--- src/rtl/vend_ctrl_multi.sv ---
// vend_ctrl_multi
//   Multi-product vending controller. Coin credit is counted in half-dollar
//   units. A selection is served when the credit covers that item's price.
//   Any remainder, or the whole credit on cancel, is paid back one
//   half-dollar per cycle.
//
// Ports
//   clk, reset          clock; synchronous active-high reset
//   half_dollar         coin strobe, +1 unit
//   one_dollar          coin strobe, +2 units
//   sel_valid, sel_idx  product selection strobe and index
//   cancel              refund request
//   dispense, collect   1-cycle pulses when a product is released
//   item_idx            index of the released product (held between vends)
//   half_out            1-cycle pulse per half-dollar returned
//   coin_reject         this cycle's coins were refused
//   sel_err             selection refused
//   credit              current credit in units
//   busy                vending or paying change
module vend_ctrl_multi #(
    parameter int                       NUM_ITEMS  = 4,
    parameter int                       SEL_W      = 2,
    parameter int                       CW         = 6,
    parameter logic [NUM_ITEMS*CW-1:0]  PRICES     = {6'd8, 6'd4, 6'd3, 6'd5},
    parameter int                       MAX_CREDIT = 20
) (
    input  logic             clk,
    input  logic             reset,
    input  logic             half_dollar,
    input  logic             one_dollar,
    input  logic             sel_valid,
    input  logic [SEL_W-1:0] sel_idx,
    input  logic             cancel,
    output logic             dispense,
    output logic [SEL_W-1:0] item_idx,
    output logic             collect,
    output logic             half_out,
    output logic             coin_reject,
    output logic             sel_err,
    output logic [CW-1:0]    credit,
    output logic             busy
);

    typedef enum logic [1:0] {IDLE, CREDIT, VEND, CHANGE} state_t;

    state_t             state_q, state_d;
    logic [CW-1:0]      credit_q, credit_d;
    logic [SEL_W-1:0]   item_idx_q, item_idx_d;
    logic               dispense_q, dispense_d;
    logic               collect_q, collect_d;
    logic               half_out_q, half_out_d;
    logic               coin_reject_q, coin_reject_d;
    logic               sel_err_q, sel_err_d;
    logic               busy_q, busy_d;

    logic [CW-1:0]      sel_price;
    logic               sel_known;
    logic               sel_ok;
    logic [1:0]         coin_add;
    logic [CW:0]        coin_sum;
    logic               coin_fits;
    logic               coin_take;

    // Price of the selected item; indices beyond NUM_ITEMS are unknown items.
    always_comb begin
        sel_known = 1'b0;
        sel_price = '0;
        for (int i = 0; i < NUM_ITEMS; i++) begin
            if (int'(sel_idx) == i) begin
                sel_known = 1'b1;
                sel_price = PRICES[i*CW +: CW];
            end
        end
    end

    // {one, half} read as a 2-bit number is exactly half + 2*one.
    assign coin_add  = {one_dollar, half_dollar};
    assign coin_sum  = {1'b0, credit_q} + {{(CW-1){1'b0}}, coin_add};
    assign coin_fits = coin_sum <= (CW+1)'(MAX_CREDIT);
    assign sel_ok    = sel_known && (credit_q >= sel_price);

    // Next-state and registered-output logic. Entering CHANGE already emits
    // the first half-dollar, so CHANGE and half_out=1 always coincide; the
    // pulse that brings credit to 0 is still a CHANGE cycle and the state
    // drops to IDLE after it.
    always_comb begin
        state_d       = state_q;
        credit_d      = credit_q;
        item_idx_d    = item_idx_q;
        dispense_d    = 1'b0;
        collect_d     = 1'b0;
        half_out_d    = 1'b0;
        coin_reject_d = 1'b0;
        sel_err_d     = 1'b0;
        coin_take     = 1'b0;

        case (state_q)
            IDLE, CREDIT: begin
                if (cancel) begin
                    if (state_q == CREDIT) begin
                        state_d    = CHANGE;
                        half_out_d = 1'b1;
                        credit_d   = credit_q - CW'(1);
                    end
                end else if (sel_valid && (state_q == CREDIT) && sel_ok) begin
                    state_d    = VEND;
                    dispense_d = 1'b1;
                    collect_d  = 1'b1;
                    item_idx_d = sel_idx;
                    credit_d   = credit_q - sel_price;
                end else begin
                    sel_err_d = sel_valid;
                    coin_take = 1'b1;
                end

                if (coin_add != 2'b00) begin
                    if (coin_take && coin_fits) begin
                        credit_d = coin_sum[CW-1:0];
                        state_d  = CREDIT;
                    end else begin
                        coin_reject_d = 1'b1;
                    end
                end
            end

            VEND, CHANGE: begin
                coin_reject_d = (coin_add != 2'b00);
                if (credit_q != '0) begin
                    state_d    = CHANGE;
                    half_out_d = 1'b1;
                    credit_d   = credit_q - CW'(1);
                end else begin
                    state_d = IDLE;
                end
            end

            default: begin
                state_d = IDLE;
            end
        endcase

        busy_d = (state_d == VEND) || (state_d == CHANGE);
    end

    always_ff @(posedge clk) begin
        if (reset) begin
            state_q       <= IDLE;
            credit_q      <= '0;
            item_idx_q    <= '0;
            dispense_q    <= 1'b0;
            collect_q     <= 1'b0;
            half_out_q    <= 1'b0;
            coin_reject_q <= 1'b0;
            sel_err_q     <= 1'b0;
            busy_q        <= 1'b0;
        end else begin
            state_q       <= state_d;
            credit_q      <= credit_d;
            item_idx_q    <= item_idx_d;
            dispense_q    <= dispense_d;
            collect_q     <= collect_d;
            half_out_q    <= half_out_d;
            coin_reject_q <= coin_reject_d;
            sel_err_q     <= sel_err_d;
            busy_q        <= busy_d;
        end
    end

    assign dispense    = dispense_q;
    assign item_idx    = item_idx_q;
    assign collect     = collect_q;
    assign half_out    = half_out_q;
    assign coin_reject = coin_reject_q;
    assign sel_err     = sel_err_q;
    assign credit      = credit_q;
    assign busy        = busy_q;

endmodule

--- config.mk ---
export PLATFORM = sky130hd
export DESIGN_NAME = vend_ctrl_multi
export DESIGN_NICKNAME = d
export VERILOG_FILES = /design/src/rtl/vend_ctrl_multi.sv
export SDC_FILE = /design/constraint.sdc
export NUM_CORES = 1
export LEC_CHECK = 0
export BUFFER_PORTS_ARGS = -buffer_cell sky130_fd_sc_hd__buf_4
export CORE_MARGIN = 2
export CORE_UTILIZATION = 57
export CTS_BUF_LIST = sky130_fd_sc_hd__clkbuf_8
export DETAILED_ROUTE_END_ITERATION = 10
export PLACE_DENSITY = 0.82
export SLEW_MARGIN = 20
export SYNTH_ARGS = -nofsm -noshare
export SYNTH_HDL_FRONTEND = slang
export SYNTH_SLANG_ARGS = --single-unit
--- constraint.sdc ---
create_clock -name clk -period 3.2 [get_ports clk]
set_clock_uncertainty 0.1 [all_clocks]
set_input_delay 0.16 -clock clk [delete_from_list [all_inputs] [get_ports clk]]
set_output_delay 0.16 -clock clk [all_outputs]
set_load 0.02 [all_outputs]
* Word level (Yosys, flattened, before mapping)
Cells that the tools add are included. Widths: inputs -> output; s select.
Operators by class: eq/ne operators 9, bitwise operators 2, multiplexer cells 33, order comparisons 2, add/subtract/negate cells 3, reductions and logical operators 14
Operators with widths (count):
- $mux 6 | 9
- $mux 1 | 13
- $eq 2x2->1 const B | 6
- $mux 2 | 6
- $pmux 6 s2 | 1
- $add 6x2->7 | 1
- $le 7x5->1 const B | 1
- $ge 6x6->1 | 1
- $reduce_bool 6->1 | 1
- $sub 6x1->6 const B | 1
- $sub 6x6->6 | 1
- $eq 2x1->1 const B | 2
- $logic_and 1x1->1 | 4
- $logic_not 2->1 | 2
- $pmux 1 s2 | 2
- $pmux 2 s2 | 1
- $reduce_or 2->1 | 2
- $reduce_or 4->1 | 1
- $mux 3 | 1
- $reduce_and 3->1 | 1
- $reduce_or 3->1 | 1
- $ne 2x2->1 const B | 1
- $not 1->1 | 2
- $reduce_bool 2->1 | 1
- $logic_or 1x1->1 | 1
Word-level totals: word-level logic and storage cells 71, bits of input ports 8, register bits 15, output and inout port bits 14

* Logic depth before layout (Yosys ltp)
Gate-level depths: netlist of the first run.
depth after elaboration 17, mapped depth 11, mapped depth without buffers 10

* Worst setup path after synthesis of the first run
No wires, ideal clock.
path kind reg-to-reg, start point reg credit_q[0], in the netlist credit[0], end point reg credit_q[0], in the netlist credit[0], path buffers 0, clock period less this slack 2.717 ns, arrival time 2.522 ns, setup time 0.095 ns, slack 0.483 ns, cell stages (with the launch flop) 8, data required time 3.005 ns, path through dfxtp_1 -> ha_1 -> fa_1 -> o21ai_0 -> a31oi_1 -> or4b_1 -> or4b_1 -> o311ai_1
On the way: cells in the longest elaborated chain, start to end 10, elaborated cells on any way between the ends 20, those cells by class add/sub (3); order compare (2); eq/ne (1); mux (10); reduce/logical (4)
Ends and longest elaborated chain:
- from (decl) | line 47 | logic [CW-1:0] credit_q, credit_d;
- from (signal assigned) | line 158 | credit_q <= credit_d;
- parallel branches: the longest is 10 deep, another holds $add 6x2->7
Several ways; the timed one is not identified. The select of a mux whose other input is x is not followed. A chain may end at the register's enable or synchronous reset.

* Worst setup path after layout of the first run
start point reg credit_q[0], in the netlist credit[0], end point reg credit_q[1], in the netlist credit[1]
The elaborated chain is that of the path after synthesis.

==> qor.txt, run 1 <==
Total Wirelength = 2790 µm
DRT Pass-1 Iters = 4
H-tree Lvls = 1
area of the mapped netlist = 1150 µm²
unrepaired setup endpoints after global routing = false
FP Rows = 16
DRT iter0 DRCs = 56
Final Setup Violations = 0
final cycle utilization of the critical path = 87.8%
CTS max path bufs = 2
Final Max Tran Viols = 0
worst-path cell chain = ha_1 -> fa_1 -> o21ai_0 -> a31oi_1 -> or4b_1 -> buf_4 -> nor4b_1 -> a311o_1
initial antenna violation count = 0
leading cell type in the layout, fill and taps excluded = buf_4
Synth Instances = 144
Area Growth Syn to Fin = 18.0%
worst skew pair latency = 250 ps
Warnings, synthesis = 0
CTS root buf = clkbuf_8
final hold violations = 0
Final #Nets = 182
number of global-route vias before repair = 1127
vias post-DR = 1191
number of enable flip-flop cells after synthesis = 0
FF+latch area = 300 µm²
via-per-instance ratio = 6.24
clk sink count = 15
Reg2Reg Capture Point = credit[1]
cts repair resizes = 0
CP Max Fanout = 11
most frequent cells in the layout = buf_4 (24), nor2_1 (17), dfxtp_1 (15), a21oi_1 (10)
R2R Setup Slk = 390 ps
RD Place Congestion = 0.900
total gr overflow = 0
Critical R2R Launch = credit[0]
remaining antenna violation count = 0
layout cell share with drive strength beyond 1 = 17.7%
syn_nets = 161
Max stage delay on crit path = 550 ps
Worst Tran Pin Value = 605 ps
Slew headroom = 59.4%
Peak VDD IR = 503 µV
setup TNS = 0 ps
Hold Crit Depth = 3
Worst Setup End Kind = flip-flop
hold_sp = sel_idx[0]
Clock transition at path regs = 70 ps
first-pass GRT wire length = 4890 µm
arrival time worst endpoint = 2910 ps
# diodes = 0
hold path endpoint = item_idx[0]
Core Area = 1940 µm²
Period minus WS final = 2810 ps
Die Y = 49.0 µm
Initial Utilization = 59.5%
R2R depth = 8
Cell variety after synth = 48
Hold Path Class = input pin to flip-flop
mean area per synthesized cell = 8.02 µm²
largest net degree at the start of global routing = 17
DRC = 0
width of the die = 49.0 µm
Setup Buffers After CTS = 0
Cell Pwr Density = 883 nW/µm²
detailed placement HPWL = 2110 µm
Worst EP required = 3300 ps
Static Leakage = 0.615 nW
Synth Register Bits = 15
Util after Layout = 70.2%
Post-CTS Hold Fix Bufs = 0
Port Buffers = 21
Synth async-reset ratio = 0%
CTS tree = yes
status = finished, final reports clean
routed len/inst = 14.6 µm
crit-path leading delay family = simple AND/OR/NAND/NOR gates
Setup crit start kind = flip-flop
post-synthesis sequential area ratio = 26.0%
Fill cells = 176
die area = 2400 µm²
CTS Buf Count = 3
CP Class = flip-flop to flip-flop
Top FF cell, synth = dfxtp_1
Max-Cap Viols = 0
fmax = 0.356 GHz
WP buf/inv = 1
num ports = 22
slowest CP cell = or4b_1
GRT Util Overall = 25.8%
multi-input logic area = 768 µm²
power by group:
| part | switching [mW] | leakage [nW] | total, mW | internal, mW |
|---|---|---|---|---|
| Clock | 0.0732 | 0.0255 | 0.160 | 0.0864 |
| Sequential | 0.0793 | 0.123 | 0.319 | 0.240 |
| Combinational | 0.406 | 0.467 | 0.724 | 0.318 |
| Total | 0.558 | 0.615 | 1.20 | 0.644 |
per-layer routing:
metal / vias up / global-route usage [%] / wire, µm
li1: 570 / - / -
met1: 552 / 33.2 / 1220
met2: 57 / 43.2 / 1310
met3: 12 / 4.91 / 184
met4: 0 / 9.05 / 78
met5: - / 0 / 0
stage by stage:
stage / worst slack (ps) / hold WS (ps) / total power, mW / instance area, µm² / cells
floorplan: 483 / 204 / 0.852 / 1150 / 144
global placement: 442 / 321 / 1.01 / 1320 / 187
detailed placement: 452 / 340 / 1.03 / 1320 / 187
CTS: 420 / 75.7 / 1.20 / 1360 / 191
global route: 272 / 92.7 / 1.30 / 1360 / 191
finish: 392 / 72.9 / 1.20 / 1360 / 191
synthesized netlist by cell type (all sizes together), types with 2 or more instances:
| master | n | area, µm² |
|---|---|---|
| a31oi | 2 | 12.5 |
| clkbuf | 2 | 7.51 |
| xor2 | 4 | 35.0 |
| buf | 6 | 45.0 |
| fa | 2 | 40.0 |
| a311oi | 2 | 17.5 |
| o311ai | 2 | 17.5 |
| a21oi | 10 | 50.1 |
| a2bb2oi | 2 | 17.5 |
| nand2b | 3 | 18.8 |
| nand4 | 2 | 12.5 |
| xnor2 | 4 | 35.0 |
| o22ai | 3 | 18.8 |
| ha | 7 | 87.6 |
| or4b | 2 | 20.0 |
| nor3 | 4 | 20.0 |
| o21ai | 7 | 35.0 |
| nor2 | 17 | 63.8 |
| nand3 | 3 | 15.0 |
| dfxtp | 15 | 300 |
| nand2 | 9 | 33.8 |
| inv | 9 | 33.8 |
| mux2i | 2 | 20.0 |
| o211ai | 2 | 15.0 |
| or3 | 2 | 12.5 |
| and3 | 2 | 12.5 |
sequential cells by signal (all words and copies together) (netlist names):
signal and cells:
busy 1, coin_reject 1, collect 1, credit 6, half_out 1, item_idx 2
sel_err 1, state_q 2
worst reg2reg max path: cells and delay by family (launching register included):
kind | cells | cell delay (ps)
AOI/OAI and AO/OA | 3 | 460
buffers and inverters | 1 | 200
and+or+nand+nor | 2 | 850
adders and majority gates | 2 | 680
DFF | 1 | 470
cell families after synthesis:
kind of cell             count (synthesis)  synth area share, %
AND/OR/NAND/NOR                         52                 23.3
flip-flops                              15                 26.0
AO/OA/AOI/OAI                           41                 24.4
multiplexers                             2                 1.73
adder cells (fa/ha/maj)                  9                 11.1
XOR/XNOR                                 8                 6.07
buffers and inverters                   17                 7.48
worst max path at each step:
stage              start   endpoint  slack [ps]  depth (start not counted)
6_report       credit[0]  credit[1]         390                          8
5_1_grt        credit[0]  credit[0]         270                          8
4_1_cts        credit[0]  credit[1]         420                          9
3_5_place_dp   credit[0]  credit[0]         450                          8
3_3_place_gp   credit[0]  credit[1]         440                          9
2_1_floorplan  credit[0]  credit[0]         480                          7
cell type report:
class	instances	share of cell area (%)
clock buffer	3	3.03
clock inverter	1	0.367
inverter	9	2.48
multi-input combinational	112	56.4
sequential	15	22.0
tap	27	2.48
timing repair buffer	24	13.2
(Power assumes the default switching activity.)
==> inputs of run 2 (changes only) <==
--- a/config.mk
+++ b/config.mk
@@ -5,9 +5,10 @@
 export SDC_FILE = /design/constraint.sdc
 export NUM_CORES = 1
 export LEC_CHECK = 0
+export ABC_AREA = 1
 export BUFFER_PORTS_ARGS = -buffer_cell sky130_fd_sc_hd__buf_4
 export CORE_MARGIN = 2
-export CORE_UTILIZATION = 57
+export CORE_UTILIZATION = 58
 export CTS_BUF_LIST = sky130_fd_sc_hd__clkbuf_8
 export DETAILED_ROUTE_END_ITERATION = 10
 export PLACE_DENSITY = 0.82
==> run 2 against run 1 <==
Against the previous run: setup slack better by 440 ps; hold slack worse by 41 ps; via count is 18% higher; synthesized cell count is 39% higher; critical path depth is 5 higher; clock power hardly changed; die area is 11% higher; sequential share of layout area is 2.4 points lower; sequential power is 6% higher; non-clock buffer count is 2 lower; combinational power is 49% higher; critical path type unchanged.
==> qor.txt, run 2 <==
Cell Pwr Density = 1040 nW/µm²
Synth Register Bits = 15
Fill cells = 196
final instance area = 1530 µm²
Synth Instances = 200
Warnings, synthesis = 0
Post-synth top cells = nand2_1 (46), inv_1 (24), nor2_1 (20), nand3_1 (16), dfxtp_1 (15)
# diodes = 0
DP Worst Slack = 907 ps
Static Leakage = 0.775 nW
DRT iter0 DRCs = 80
GRT Util Overall = 26.9%
R2R depth = 13
Setup crit start kind = flip-flop
vias post-DR = 1404
remaining antenna violation count = 0
FP Rows = 17
hold_sp = reset
Worst Tran Pin Value = 466 ps
width of the die = 51.7 µm
syn_nets = 217
Reg2Reg Capture Point = credit[1]
CTS root buf = clkbuf_8
multi-input logic area = 861 µm²
worst-path cell chain = inv_1 -> ha_1 -> fa_1 -> nor2_1 -> nor2_1 -> nand2_2 -> nand3_2 -> nand2_2 -> inv_2 -> a21oi_1 -> nand2_1 -> nand3_1 -> nand2_1
fmax = 0.423 GHz
final cycle utilization of the critical path = 73.9%
R2R Setup Slk = 830 ps
Final Max Tran Viols = 0
total gr overflow = 0
largest net degree at the start of global routing = 13
number of enable flip-flop cells after synthesis = 0
Period minus WS final = 2370 ps
Cell variety after synth = 32
Core Area = 2190 µm²
Slew headroom = 68.9%
Area Growth Syn to Fin = 15.5%
Total Wirelength = 3280 µm
mean area per synthesized cell = 6.60 µm²
DRC = 0
Synth top area share = 22.7%
area of the mapped netlist = 1320 µm²
final hold violations = 0
top post-synthesis cells by area = dfxtp_1 (23%), nand2_1 (13%), inv_1 (6.8%)
Port Buffers = 21
CTS max path bufs = 2
number of global-route vias before repair = 1240
slowest CP cell = fa_1
clk sink count = 15
num ports = 22
dominant cell by count in the synthesized netlist = nand2_1
Critical R2R Launch = credit[0]
FF+latch area = 300 µm²
post-synthesis sequential area ratio = 22.7%
hold path endpoint = credit[0]
CP Class = flip-flop to flip-flop
Worst EP required = 3240 ps
Clock transition at path regs = 60 ps
CTS Buf Count = 3
die area = 2670 µm²
most frequent cells in the layout = nand2_1 (46), inv_1 (24), buf_4 (22), nor2_1 (20), nand3_1 (16)
Initial Utilization = 60.3%
Hold Crit Depth = 2
routed len/inst = 13.2 µm
Synth async-reset ratio = 0%
Die Y = 51.7 µm
CTS tree = yes
Final #Nets = 239
RD Place Congestion = 0.883
unrepaired setup endpoints after global routing = false
max reg flops = 6
detailed placement HPWL = 2600 µm
cts repair resizes = 0
first-pass GRT wire length = 5400 µm
Post-Place Cell Area = 1480 µm²
setup TNS = 0 ps
Hold Path Class = input pin to flip-flop
status = finished, final reports clean
worst setup margin = 834 ps
initial antenna violation count = 0
DRT Pass-1 Iters = 5
Max stage delay on crit path = 410 ps
leading cell type in the layout, fill and taps excluded = nand2_1
Worst Setup End Kind = flip-flop
Yosys top cell by area = dfxtp_1
arrival time worst endpoint = 2410 ps
via-per-instance ratio = 5.64
Top FF cell, synth = dfxtp_1
layout cell share with drive strength beyond 1 = 22.2%
Final Setup Violations = 0
Max-Cap Viols = 0
H-tree Lvls = 1
worst skew pair latency = 250 ps
Setup Buffers After CTS = 0
Peak VDD IR = 636 µV
Post-CTS Hold Fix Bufs = 0
CP Max Fanout = 8
hold slack = 31.9 ps
## run 2: cell types whose count changed after synthesis, moves of 4 or more
cell / change
nand4_1: +4
nand2_1: +37
inv_2: +5
nand3_1: +13
xnor2_1: -4
nand2_2: +5
inv_1: +15
## run 2: cells by family after synthesis
logic type / count (synthesis) / share of synthesized area, %
compound gates: 30 / 14.0
simple gates: 104 / 37.5
xor+xnor: 6 / 3.98
flops: 15 / 22.7
fa+ha+maj: 9 / 9.67
buf+inv: 36 / 12.0
## run 2: final cells by class
class,instances,share of cell area (%)
multi-input cells,149,56.4
flip-flops and latches,15,19.7
repair buffers,22,10.8
inverters,31,7.71
clock buffers,3,2.71
well taps,28,2.30
clock inverters,1,0.328
## run 2: worst max-delay path, delay by kind of cell (launching register included)
kind            cells  cell delay (ps)
flops               1              350
buf+inv             2              210
simple gates        8              770
compound gates      1              140
fa+ha+maj           2              670
## run 2: report_power, final
part           switching (mW)  internal [mW]
registers              0.0878          0.250
logic                   0.684          0.398
clock network          0.0729         0.0864
## run 2: worst max-delay path by stage
stage,end,slack (ps),cells after the start,startpoint
floorplan,credit[1],940,13,credit[0]
global placement,credit[1],980,13,credit[0]
detailed placement,credit[1],910,13,credit[0]
CTS,credit[1],880,13,credit[0]
global route,credit[1],670,13,credit[0]
finish,credit[1],830,13,credit[0]
## run 2: per-layer routing
metal	vias to the layer above	global-route usage, %	routed length (µm)
li1	693	-	-
met1	638	34.7	1420
met2	62	45.9	1550
met3	11	3.74	228
met4	0	8.77	82
met5	-	0	0
## run 2: metrics by stage
step                      utilization (%)  total power [mW]  instances
after CTS                            69.6              1.56        249
after detailed placement             67.5              1.39        245
after floorplan                         -              1.16        200
after global placement               67.5              1.36        245
final                                69.6              1.58        249
after global routing                 69.6              1.72        249
